===== config.mk =====
export PLATFORM = sky130hd
export DESIGN_NAME = ddr_read_eye_centering
export DESIGN_NICKNAME = d
export VERILOG_FILES = /design/src/rtl/ddr_read_eye_centering.sv
export SDC_FILE = /design/constraint.sdc
export NUM_CORES = 1
export LEC_CHECK = 0
export ABC_CLOCK_PERIOD_IN_PS = 7700
export BUFFER_PORTS_ARGS = -buffer_cell sky130_fd_sc_hd__buf_2
export CORE_ASPECT_RATIO = 1.25
export CORE_MARGIN = 4
export CORE_UTILIZATION = 53
export CTS_CLUSTER_SIZE = 20
export DETAILED_ROUTE_END_ITERATION = 8
export PLACE_DENSITY = 0.73
export SETUP_SLACK_MARGIN = 0.5
export SYNTH_ARGS = -nofsm -noshare
export SYNTH_HDL_FRONTEND = slang
export SYNTH_SLANG_ARGS = --single-unit

===== constraint.sdc =====
create_clock -name fab_clk -period 7.7 [get_ports fab_clk]
set_clock_uncertainty 0.2 [all_clocks]
set_input_delay 1.54 -clock fab_clk [delete_from_list [all_inputs] [get_ports fab_clk]]
set_output_delay 1.54 -clock fab_clk [all_outputs]
set_load 0.005 [all_outputs]

===== src/rtl/ddr_read_eye_centering.sv =====
// Per-bit read-eye training for one DQ lane: sweeps each IOD delay line, finds the
// first contiguous passing window from the eye-monitor flags and parks the tap at its centre.
module ddr_read_eye_centering #(
    parameter int NUM_BITS   = 8,
    parameter int TAP_W      = 7,
    parameter int MAX_TAP    = 127,
    parameter int SETTLE_CYC = 7,
    parameter int SAMPLE_CYC = 15,
    parameter int MIN_WINDOW = 4
) (
    input  logic                      fab_clk,
    input  logic                      arst_n,
    input  logic                      start,
    output logic                      busy,
    output logic                      done,
    output logic [NUM_BITS-1:0]       err_mask,
    output logic [NUM_BITS*TAP_W-1:0] tap_out,
    output logic [NUM_BITS-1:0]       delay_line_load,
    output logic [NUM_BITS-1:0]       delay_line_move,
    output logic [NUM_BITS-1:0]       delay_line_direction,
    input  logic [NUM_BITS-1:0]       delay_line_out_of_range,
    output logic [NUM_BITS-1:0]       eye_monitor_clear_flags,
    input  logic [NUM_BITS-1:0]       eye_monitor_early,
    input  logic [NUM_BITS-1:0]       eye_monitor_late,
    output logic [3:0]                state_dbg
);

    localparam int IDX_W   = (NUM_BITS > 1) ? $clog2(NUM_BITS) : 1;
    localparam int CNT_MAX = (SETTLE_CYC > SAMPLE_CYC) ? SETTLE_CYC : SAMPLE_CYC;
    localparam int CNT_W   = $clog2(CNT_MAX + 1);

    typedef enum logic [3:0] {
        IDLE   = 4'd0,
        LOAD   = 4'd1,
        SETTLE = 4'd2,
        CLEAR  = 4'd3,
        SAMPLE = 4'd4,
        EVAL   = 4'd5,
        STEP   = 4'd6,
        CENTER = 4'd7,
        NEXT   = 4'd8,
        FINISH = 4'd9
    } state_t;

    state_t           state;
    logic [IDX_W-1:0] idx;
    logic [TAP_W-1:0] tap;
    logic [TAP_W-1:0] left_tap;
    logic [TAP_W-1:0] right_tap;
    logic             found;
    logic             stepped;
    logic             centering;
    logic [CNT_W-1:0] cnt;

    logic [NUM_BITS-1:0] idx_oh;
    logic [TAP_W:0]      win_sum;
    logic [TAP_W:0]      win_len;
    logic [TAP_W-1:0]    target;
    logic                window_ok;
    logic                pass;

    assign state_dbg = state;
    assign idx_oh    = NUM_BITS'(1) << idx;
    assign win_sum   = {1'b0, left_tap} + {1'b0, right_tap};
    assign target    = win_sum[TAP_W:1];
    assign win_len   = {1'b0, right_tap} - {1'b0, left_tap} + (TAP_W+1)'(1);
    assign window_ok = found && (win_len >= (TAP_W+1)'(MIN_WINDOW));
    assign pass      = !(eye_monitor_early[idx] | eye_monitor_late[idx]);

    // Pulse outputs are registered on the transition into the state that owns them,
    // so each one is high for exactly one cycle and only on the active bit.
    always_ff @(posedge fab_clk or negedge arst_n) begin
        if (!arst_n) begin
            state                   <= IDLE;
            idx                     <= '0;
            tap                     <= '0;
            left_tap                <= '0;
            right_tap               <= '0;
            found                   <= 1'b0;
            stepped                 <= 1'b0;
            centering               <= 1'b0;
            cnt                     <= '0;
            busy                    <= 1'b0;
            done                    <= 1'b0;
            err_mask                <= '0;
            tap_out                 <= '0;
            delay_line_load         <= '0;
            delay_line_move         <= '0;
            delay_line_direction    <= '0;
            eye_monitor_clear_flags <= '0;
        end else begin
            delay_line_load         <= '0;
            delay_line_move         <= '0;
            eye_monitor_clear_flags <= '0;
            case (state)
                IDLE: begin
                    if (start) begin
                        done            <= 1'b0;
                        err_mask        <= '0;
                        busy            <= 1'b1;
                        idx             <= '0;
                        delay_line_load <= NUM_BITS'(1);
                        state           <= LOAD;
                    end
                end
                LOAD: begin
                    tap       <= '0;
                    found     <= 1'b0;
                    stepped   <= 1'b0;
                    centering <= 1'b0;
                    cnt       <= '0;
                    state     <= SETTLE;
                end
                SETTLE: begin
                    if (cnt == CNT_W'(SETTLE_CYC - 1)) begin
                        cnt <= '0;
                        if (centering) begin
                            state <= CENTER;
                        end else if (stepped && delay_line_out_of_range[idx]) begin
                            // The line refused the last step: undo it and close the window here.
                            tap   <= tap - TAP_W'(1);
                            state <= CENTER;
                        end else begin
                            eye_monitor_clear_flags <= idx_oh;
                            state                   <= CLEAR;
                        end
                    end else begin
                        cnt <= cnt + CNT_W'(1);
                    end
                end
                CLEAR: begin
                    cnt   <= '0;
                    state <= SAMPLE;
                end
                SAMPLE: begin
                    if (cnt == CNT_W'(SAMPLE_CYC - 1)) begin
                        cnt   <= '0;
                        state <= EVAL;
                    end else begin
                        cnt <= cnt + CNT_W'(1);
                    end
                end
                EVAL: begin
                    if (pass) begin
                        if (!found) begin
                            left_tap <= tap;
                            found    <= 1'b1;
                        end
                        right_tap <= tap;
                    end
                    if (!pass && found) begin
                        state <= CENTER;
                    end else if (tap == TAP_W'(MAX_TAP)) begin
                        state <= CENTER;
                    end else begin
                        delay_line_move           <= idx_oh;
                        delay_line_direction[idx] <= 1'b1;
                        state                     <= STEP;
                    end
                end
                STEP: begin
                    tap     <= tap + TAP_W'(1);
                    stepped <= 1'b1;
                    cnt     <= '0;
                    state   <= SETTLE;
                end
                CENTER: begin
                    if (!window_ok) begin
                        err_mask[idx]                <= 1'b1;
                        tap_out[idx*TAP_W +: TAP_W]  <= '0;
                        delay_line_load              <= idx_oh;
                        state                        <= NEXT;
                    end else if (tap == target) begin
                        tap_out[idx*TAP_W +: TAP_W]  <= target;
                        state                        <= NEXT;
                    end else begin
                        delay_line_move           <= idx_oh;
                        delay_line_direction[idx] <= 1'b0;
                        tap                       <= tap - TAP_W'(1);
                        centering                 <= 1'b1;
                        cnt                       <= '0;
                        state                     <= SETTLE;
                    end
                end
                NEXT: begin
                    if (idx == IDX_W'(NUM_BITS - 1)) begin
                        state <= FINISH;
                    end else begin
                        idx             <= idx + IDX_W'(1);
                        delay_line_load <= idx_oh << 1;
                        state           <= LOAD;
                    end
                end
                FINISH: begin
                    done  <= 1'b1;
                    busy  <= 1'b0;
                    state <= IDLE;
                end
                default: state <= IDLE;
            endcase
        end
    end

endmodule


==> results of run 1 <==
-- routing by layer --
| layer | vias to the layer above | global-route usage |
|---|---|---|
| li1 | 2563 | - |
| met1 | 2709 | 0.278 |
| met3 | 40 | 0.0694 |
| met2 | 195 | 0.423 |
| met5 | - | 0 |
| met4 | 0 | 0.0931 |
-- path summary, 6_finish.rpt --
check,slack (ps),from,to
setup / recovery,2840,right_tap[1]$_DFFE_PN0P_,tap_out[6]$_DFFE_PN0P_
setup reg to reg,2840,right_tap[1]$_DFFE_PN0P_,tap_out[6]$_DFFE_PN0P_
hold reg to reg,300,tap_out[33]$_DFFE_PN0P_,tap_out[33]$_DFFE_PN0P_
hold / removal,300,tap_out[33]$_DFFE_PN0P_,tap_out[33]$_DFFE_PN0P_
max in group asynchronous,4870,arst_n,left_tap[6]$_DFFE_PN0P_
min in group asynchronous,1020,arst_n,tap[3]$_DFFE_PN0P_
-- cells in the mapped netlist, drive strengths merged, types with 5 or more instances --
library cell    n  area [um^2]
a21oi          43          215
or2             5         31.3
nor3           16         96.4
and2            8         50.1
nor2b          10         62.6
a31oi           9         71.3
nand2          50          188
inv            30          113
a21o            7         52.6
nand2b          8         50.1
o21ai          33          165
nor3b           6         67.6
buf             8         38.8
mux2           66          773
dfrtp         133         3330
ha             38          475
nand3           9         45.0
o31ai           6         50.1
a41oi           5         43.8
clkbuf         22         82.6
xnor2           8         70.1
nor2           73          282
-- state kept, by name, indices dropped and copies added (netlist names), named ones only --
signal and cells:
eye_monitor_clear_flags 8, done 1, left_tap 7, delay_line_move 8, state_dbg 4, stepped 1, err_mask 8, centering 1
right_tap 7, tap 7, busy 1, cnt 4, delay_line_load 8, idx 3, tap_out 56, found 1
-- report_power, final --
part | total [mW] | internal [mW] | switching (mW)
registers | 1.02 | 0.834 | 0.182
logic | 1.38 | 0.567 | 0.816
clock network | 0.780 | 0.452 | 0.328
total | 3.18 | 1.85 | 1.33
-- metrics by stage --
stage / util / std cells / hold WS, ps / total power [mW]
CTS: 0.649 / 963 / 300 / 3.18
global placement: 0.605 / 931 / 276 / 2.33
finish: 0.649 / 963 / 302 / 3.18
detailed placement: 0.605 / 931 / 285 / 2.39
floorplan: - / 661 / 278 / 1.98
global route: 0.649 / 963 / 321 / 3.40
-- layout make-up --
| cell class | instances | area, um^2 |
|---|---|---|
| clock buffer | 18 | 429 |
| clock inverter | 14 | 140 |
| tap | 168 | 210 |
| fill | 1017 | 4500 |
| sequential | 133 | 3330 |
| multi-input combinational | 466 | 3430 |
| timing repair buffer | 132 | 673 |
| inverter | 32 | 120 |
-- logic make-up after synthesis --
group | after synthesis | share of synthesized area
buf+inv | 62 | 0.0345
flops | 133 | 0.475
xor+xnor | 13 | 0.0182
simple gates | 209 | 0.154
compound gates | 133 | 0.123
fa+ha+maj | 41 | 0.0765
mux | 70 | 0.118
-- worst register-to-register path, cell delays in order, from the launching register on --
cell      delay (ps)
dfrtp_1          410
inv_1             70
ha_1             300
inv_1             50
ha_1             220
fa_1             410
or2_0            240
a21oi_1          160
o311ai_0         190
o31a_1           420
nor3_2           840
a31oi_4          280
nor4b_4          580
mux2_2           400
==> flow_metrics.tcl, run 1 <==
set metrics [dict create \
    ctsResizeCount 0 \
    powerDensity_nw_per_um2 381 \
    vias 5507 \
    route.met2.wl_mm 9.27 \
    htreeDepth 4 \
    path_depth 13 \
    post_cts_buffers 0 \
    grt_pass1_vias 5724 \
    yosysWarnings 0 \
    cp_cell_sequence "inv_1, ha_1, inv_1, ha_1, fa_1, or2_0, a21oi_1, o311ai_0, o31a_1, nor3_2, a31oi_4, nor4b_4, mux2_2" \
    critPathMaxFanout 16 \
    dp_hpwl_mm 13.1 \
    m1WireLength_mm 6.81 \
    via_per_inst 5.72 \
    grt_overflow 0 \
    fin_crit_ps 4860 \
    drive_above_1_share 0.311 \
    max_stage_delay_ps 830 \
    max_freq_mhz 206 \
    die_w_um 111 \
    slowest_stage "nor3_2" \
    drc 0 \
    async_flop_share 1.00 \
    critPathKind "register to register" \
    cp.arrival_ps 4960 \
    synth_cell_types 73 \
    hold_depth 1 \
    antenna_found_initial 0 \
    rsz0062_at_grt "no" \
    grt_max_degree 69 \
    ys_seq_area_frac 0.475 \
    grt_pass1_wl_mm 29.0 \
    rows 46 \
    r2r_cells 13 \
    drt-total-wl_mm 17.7 \
    core_um2 12800 \
    cp-start-kind "register" \
    pre_cts_slack_ps 2860 \
    die_area_um2 15100 \
    die_h_um 137 \
    drtAntennaViolNets 0 \
    synth_seq_cells 133 \
    cts_buffer_depth 2 \
    start_util 0.546 \
    syn-cell-area_um2 7000 \
    finalSetupViolCount 0 \
    final_cell_mix "dfrtp_1 (133), buf_2 (127), nor2_1 (70), mux2_2 (58), nand2_1 (50)" \
    clkSinkCount 133 \
    report.final.hold_viol_count 0 \
    synthFlopType "dfrtp_1" \
    setup_tns_ps 0 \
    nets 850 \
    status "finished, final reports clean" \
    drv_cap 0 \
    top_layer_used "met4" \
    diodes 0 \
    hold_buffers 0 \
    synth_edf_count 0 \
    required_ps 7800 \
    tritoncts "yes" \
    critPathTopFamily "simple AND/OR/NAND/NOR gates" \
    slew_violations 0 \
    drt_pass1_iterations 5 \
    clock_latency_ps 420 \
    min_path_type "register to register" \
    vdd_drop_max_v 0.000215 \
    layout_commonest_cell "dfrtp_1" \
    dr_wl_met3_mm 1.26 \
    syn2layout_area_growth_pct 19.0 \
    ios 129 \
    min_period_over_period 0.632 \
    end_kind "register" \
    syn-instance-count 661 \
    tightestPinTransition_ps 1070 \
    wl_per_cell_um 18.4 \
    path_clk_slew_ps 60 \
    design_area_um2 8330 \
    crit_buf_inv 2 \
    drt_iter0_drc 317 \
    dpl_cell_area_um2 7760 \
    syn_area_per_cell_um2 10.6 \
    port_buffers 128 \
    setup_ws_ps 2840 \
    place.gp.congestion 0.840 \
    p_leak_nw 4.22 \
    cts_made_buffers 17 \
    gr-usage-all-layers 0.240 \
    relSlewSlack 0.281 \
    syn_nets 729 \
    cts_root_buf "clkbuf_16" \
]
Power figures use the tool's default switching activity.
==> inputs of run 2 (changes only) <==
--- a/config.mk
+++ b/config.mk
@@ -5,11 +5,11 @@
 export SDC_FILE = /design/constraint.sdc
 export NUM_CORES = 1
 export LEC_CHECK = 0
-export ABC_CLOCK_PERIOD_IN_PS = 7700
+export ABC_CLOCK_PERIOD_IN_PS = 4100
 export BUFFER_PORTS_ARGS = -buffer_cell sky130_fd_sc_hd__buf_2
 export CORE_ASPECT_RATIO = 1.25
 export CORE_MARGIN = 4
-export CORE_UTILIZATION = 53
+export CORE_UTILIZATION = 51
 export CTS_CLUSTER_SIZE = 20
 export DETAILED_ROUTE_END_ITERATION = 8
 export PLACE_DENSITY = 0.73
==> constraint.sdc (replaced) <==
create_clock -name fab_clk -period 4.1 [get_ports fab_clk]
set_clock_uncertainty 0.2 [all_clocks]
set_input_delay 0.82 -clock fab_clk [delete_from_list [all_inputs] [get_ports fab_clk]]
set_output_delay 0.82 -clock fab_clk [all_outputs]
set_load 0.005 [all_outputs]
==> run 2 against run 1 <==
Effect of this change:
- sequential power increased by 79%
- critical path depth decreased by 1
- sequential share of layout area decreased by 2.5 points
- clock-buffer cell count increased by 1
- fmax increased by 33%
- core utilization increased by 1.7 points
- global-route usage increased by 0.53 points
- critical path type unchanged
- largest power group unchanged
==> flow_metrics.tcl, run 2 (synthesis gave the netlist of run 1 again) <==
set metrics [dict create \
    min_period_over_period 0.893 \
    dpl_cell_area_um2 7940 \
    gr-usage-all-layers 0.246 \
    cts_buffer_depth 2 \
    p_leak_nw 4.46 \
    final_cell_mix "dfrtp_1 (132), buf_2 (127), nor2_1 (68), nand2_1 (49), mux2_2 (43)" \
    place.gp.congestion 0.918 \
    wl_per_cell_um 19.0 \
    busiest_layer "met2" \
    powerDensity_nw_per_um2 739 \
    die_h_um 139 \
    path_depth 12 \
    rsz0062_at_grt "yes" \
    grt_overflow 0 \
    worstReg2RegStart "left_tap[1]$_DFFE_PN0P_" \
    r2r_slack_ps 440 \
    end_kind "register" \
    htreeDepth 4 \
    cts_root_buf "clkbuf_16" \
    syn2layout_area_growth_pct 27.1 \
    rows 47 \
    drt_pass1_iterations 5 \
    tritoncts "yes" \
    drive_above_1_share 0.368 \
    crit_end "tap_out[28]$_DFFE_PN0P_" \
    nets 887 \
    tightestPinTransition_ps 1020 \
    grt_pass1_wl_mm 31.0 \
    whs_ps 302 \
    via_per_inst 5.69 \
    port_buffers 128 \
    cp-start-kind "register" \
    slew_violations 0 \
    vdd_drop_max_v 0.000379 \
    max_freq_mhz 273 \
    drt_iter0_drc 384 \
    fin_crit_ps 3660 \
    dp_hpwl_mm 13.3 \
    regMostFlops "tap_out" \
    setup_tns_ps 0 \
    ios 129 \
    start_util 0.525 \
    relSlewSlack 0.323 \
    status "finished, final reports clean" \
    grt_max_degree 81 \
    max_stage_delay_ps 430 \
    largest_reg_flops 56 \
    required_ps 4200 \
    crit_buf_inv 1 \
    hold_buffers 0 \
    grt_pass1_vias 6101 \
    critPathTopFamily "simple AND/OR/NAND/NOR gates" \
    min_from "err_mask[4]$_DFFE_PN0P_" \
    die_area_um2 15700 \
    drt-total-wl_mm 19.1 \
    critPathMaxFanout 7 \
    clock_latency_ps 420 \
    drtAntennaViolNets 0 \
    drc 0 \
    core_um2 13300 \
    drv_cap 0 \
    finalSetupViolCount 0 \
    path_clk_slew_ps 60 \
    report.final.hold_viol_count 0 \
    diodes 0 \
    clkSinkCount 133 \
    r2r-end "tap_out[28]$_DFFE_PN0P_" \
    critPathKind "register to register" \
    use_met1 0.295 \
    path_common_cell "ha_4" \
    cp.arrival_ps 3760 \
    fin_util 0.667 \
    cts_made_buffers 17 \
    layout_commonest_cell "dfrtp_1" \
    cp_cell_sequence "ha_4, inv_2, ha_4, fa_2, or2_1, a21oi_2, o311ai_2, o31a_1, nor3_4, a31oi_4, nand4bb_2, mux2_2" \
    crit_start "left_tap[1]$_DFFE_PN0P_" \
    grtUsageMet3 0.0559 \
    slowest_stage "nand4bb_2" \
    min_path_type "register to register" \
    design_area_um2 8900 \
    die_w_um 113 \
    vias 5709 \
    antenna_found_initial 0 \
    grt_util_met2 0.421 \
    r2r_cells 12 \
]
[run 2: cell count changes in the layout (fill, tap and decap cells not counted), moves of 3 or more]
cell,previous run,this run
buf_4,5,32
buf_12,0,3
nor2_4,0,4
clkinvlp_4,5,2
mux2_2,58,43
clkinv_4,1,4
ha_4,0,3
ha_1,38,33
buf_6,0,6
mux2_4,8,23
[run 2: tightest hold or removal path, stage by stage, from the launching register on]
cell	delay, ps
dfrtp_1	350
a21oi_1	40
nor2_1	70
[run 2: repair_timing]
| item | 4_1_cts | 5_1_grt |
|---|---|---|
| endpoints found under the hold margin | 0 | 0 |
| gates cloned | 1 | 0 |
| pin swaps | 10 | 4 |
| setup endpoints to repair | 71 | 70 |
| gates resized for setup | 16 | 27 |
| buffers inserted | 16 | 3 |
[run 2: per-layer routing]
| metal | up-vias | routed length [um] |
|---|---|---|
| met1 | 2810 | 7510 |
| met5 | - | 0 |
| met2 | 198 | 9800 |
| li1 | 2649 | - |
| met4 | 0 | 654 |
| met3 | 52 | 1120 |
[run 2: layout make-up]
type	instances	area [um^2]
Inverter	32	120
Clock inverter	13	138
Sequential cell	133	3330
Multi-Input combinational cell	467	3640
Tap cell	171	214
Fill cell	975	4450
Clock buffer	19	453
Timing Repair Buffer	168	1000
[run 2: where the power goes]
group	internal (mW)	leakage (nW)	switching (mW)
sequential	1.57	1.80	0.261
combinational	1.37	2.38	1.86
clock	0.886	0.285	0.629
[run 2: worst min-delay path by stage]
stage,to,cells after the start
CTS,err_mask[4]$_DFFE_PN0P_,2
global placement,err_mask[3]$_DFFE_PN0P_,2
finish,err_mask[4]$_DFFE_PN0P_,2
detailed placement,err_mask[4]$_DFFE_PN0P_,2
floorplan,left_tap[0]$_DFFE_PN0P_,2
global route,err_mask[4]$_DFFE_PN0P_,2
[run 2: through the flow]
step | total power [mW] | worst slack, ps | instances
after floorplan | 3.74 | 407 | 661
after global placement | 4.51 | 235 | 951
after CTS | 6.36 | 496 | 1000
final | 6.58 | 440 | 1003
after detailed placement | 4.64 | 121 | 951
after global routing | 6.96 | 344 | 1003
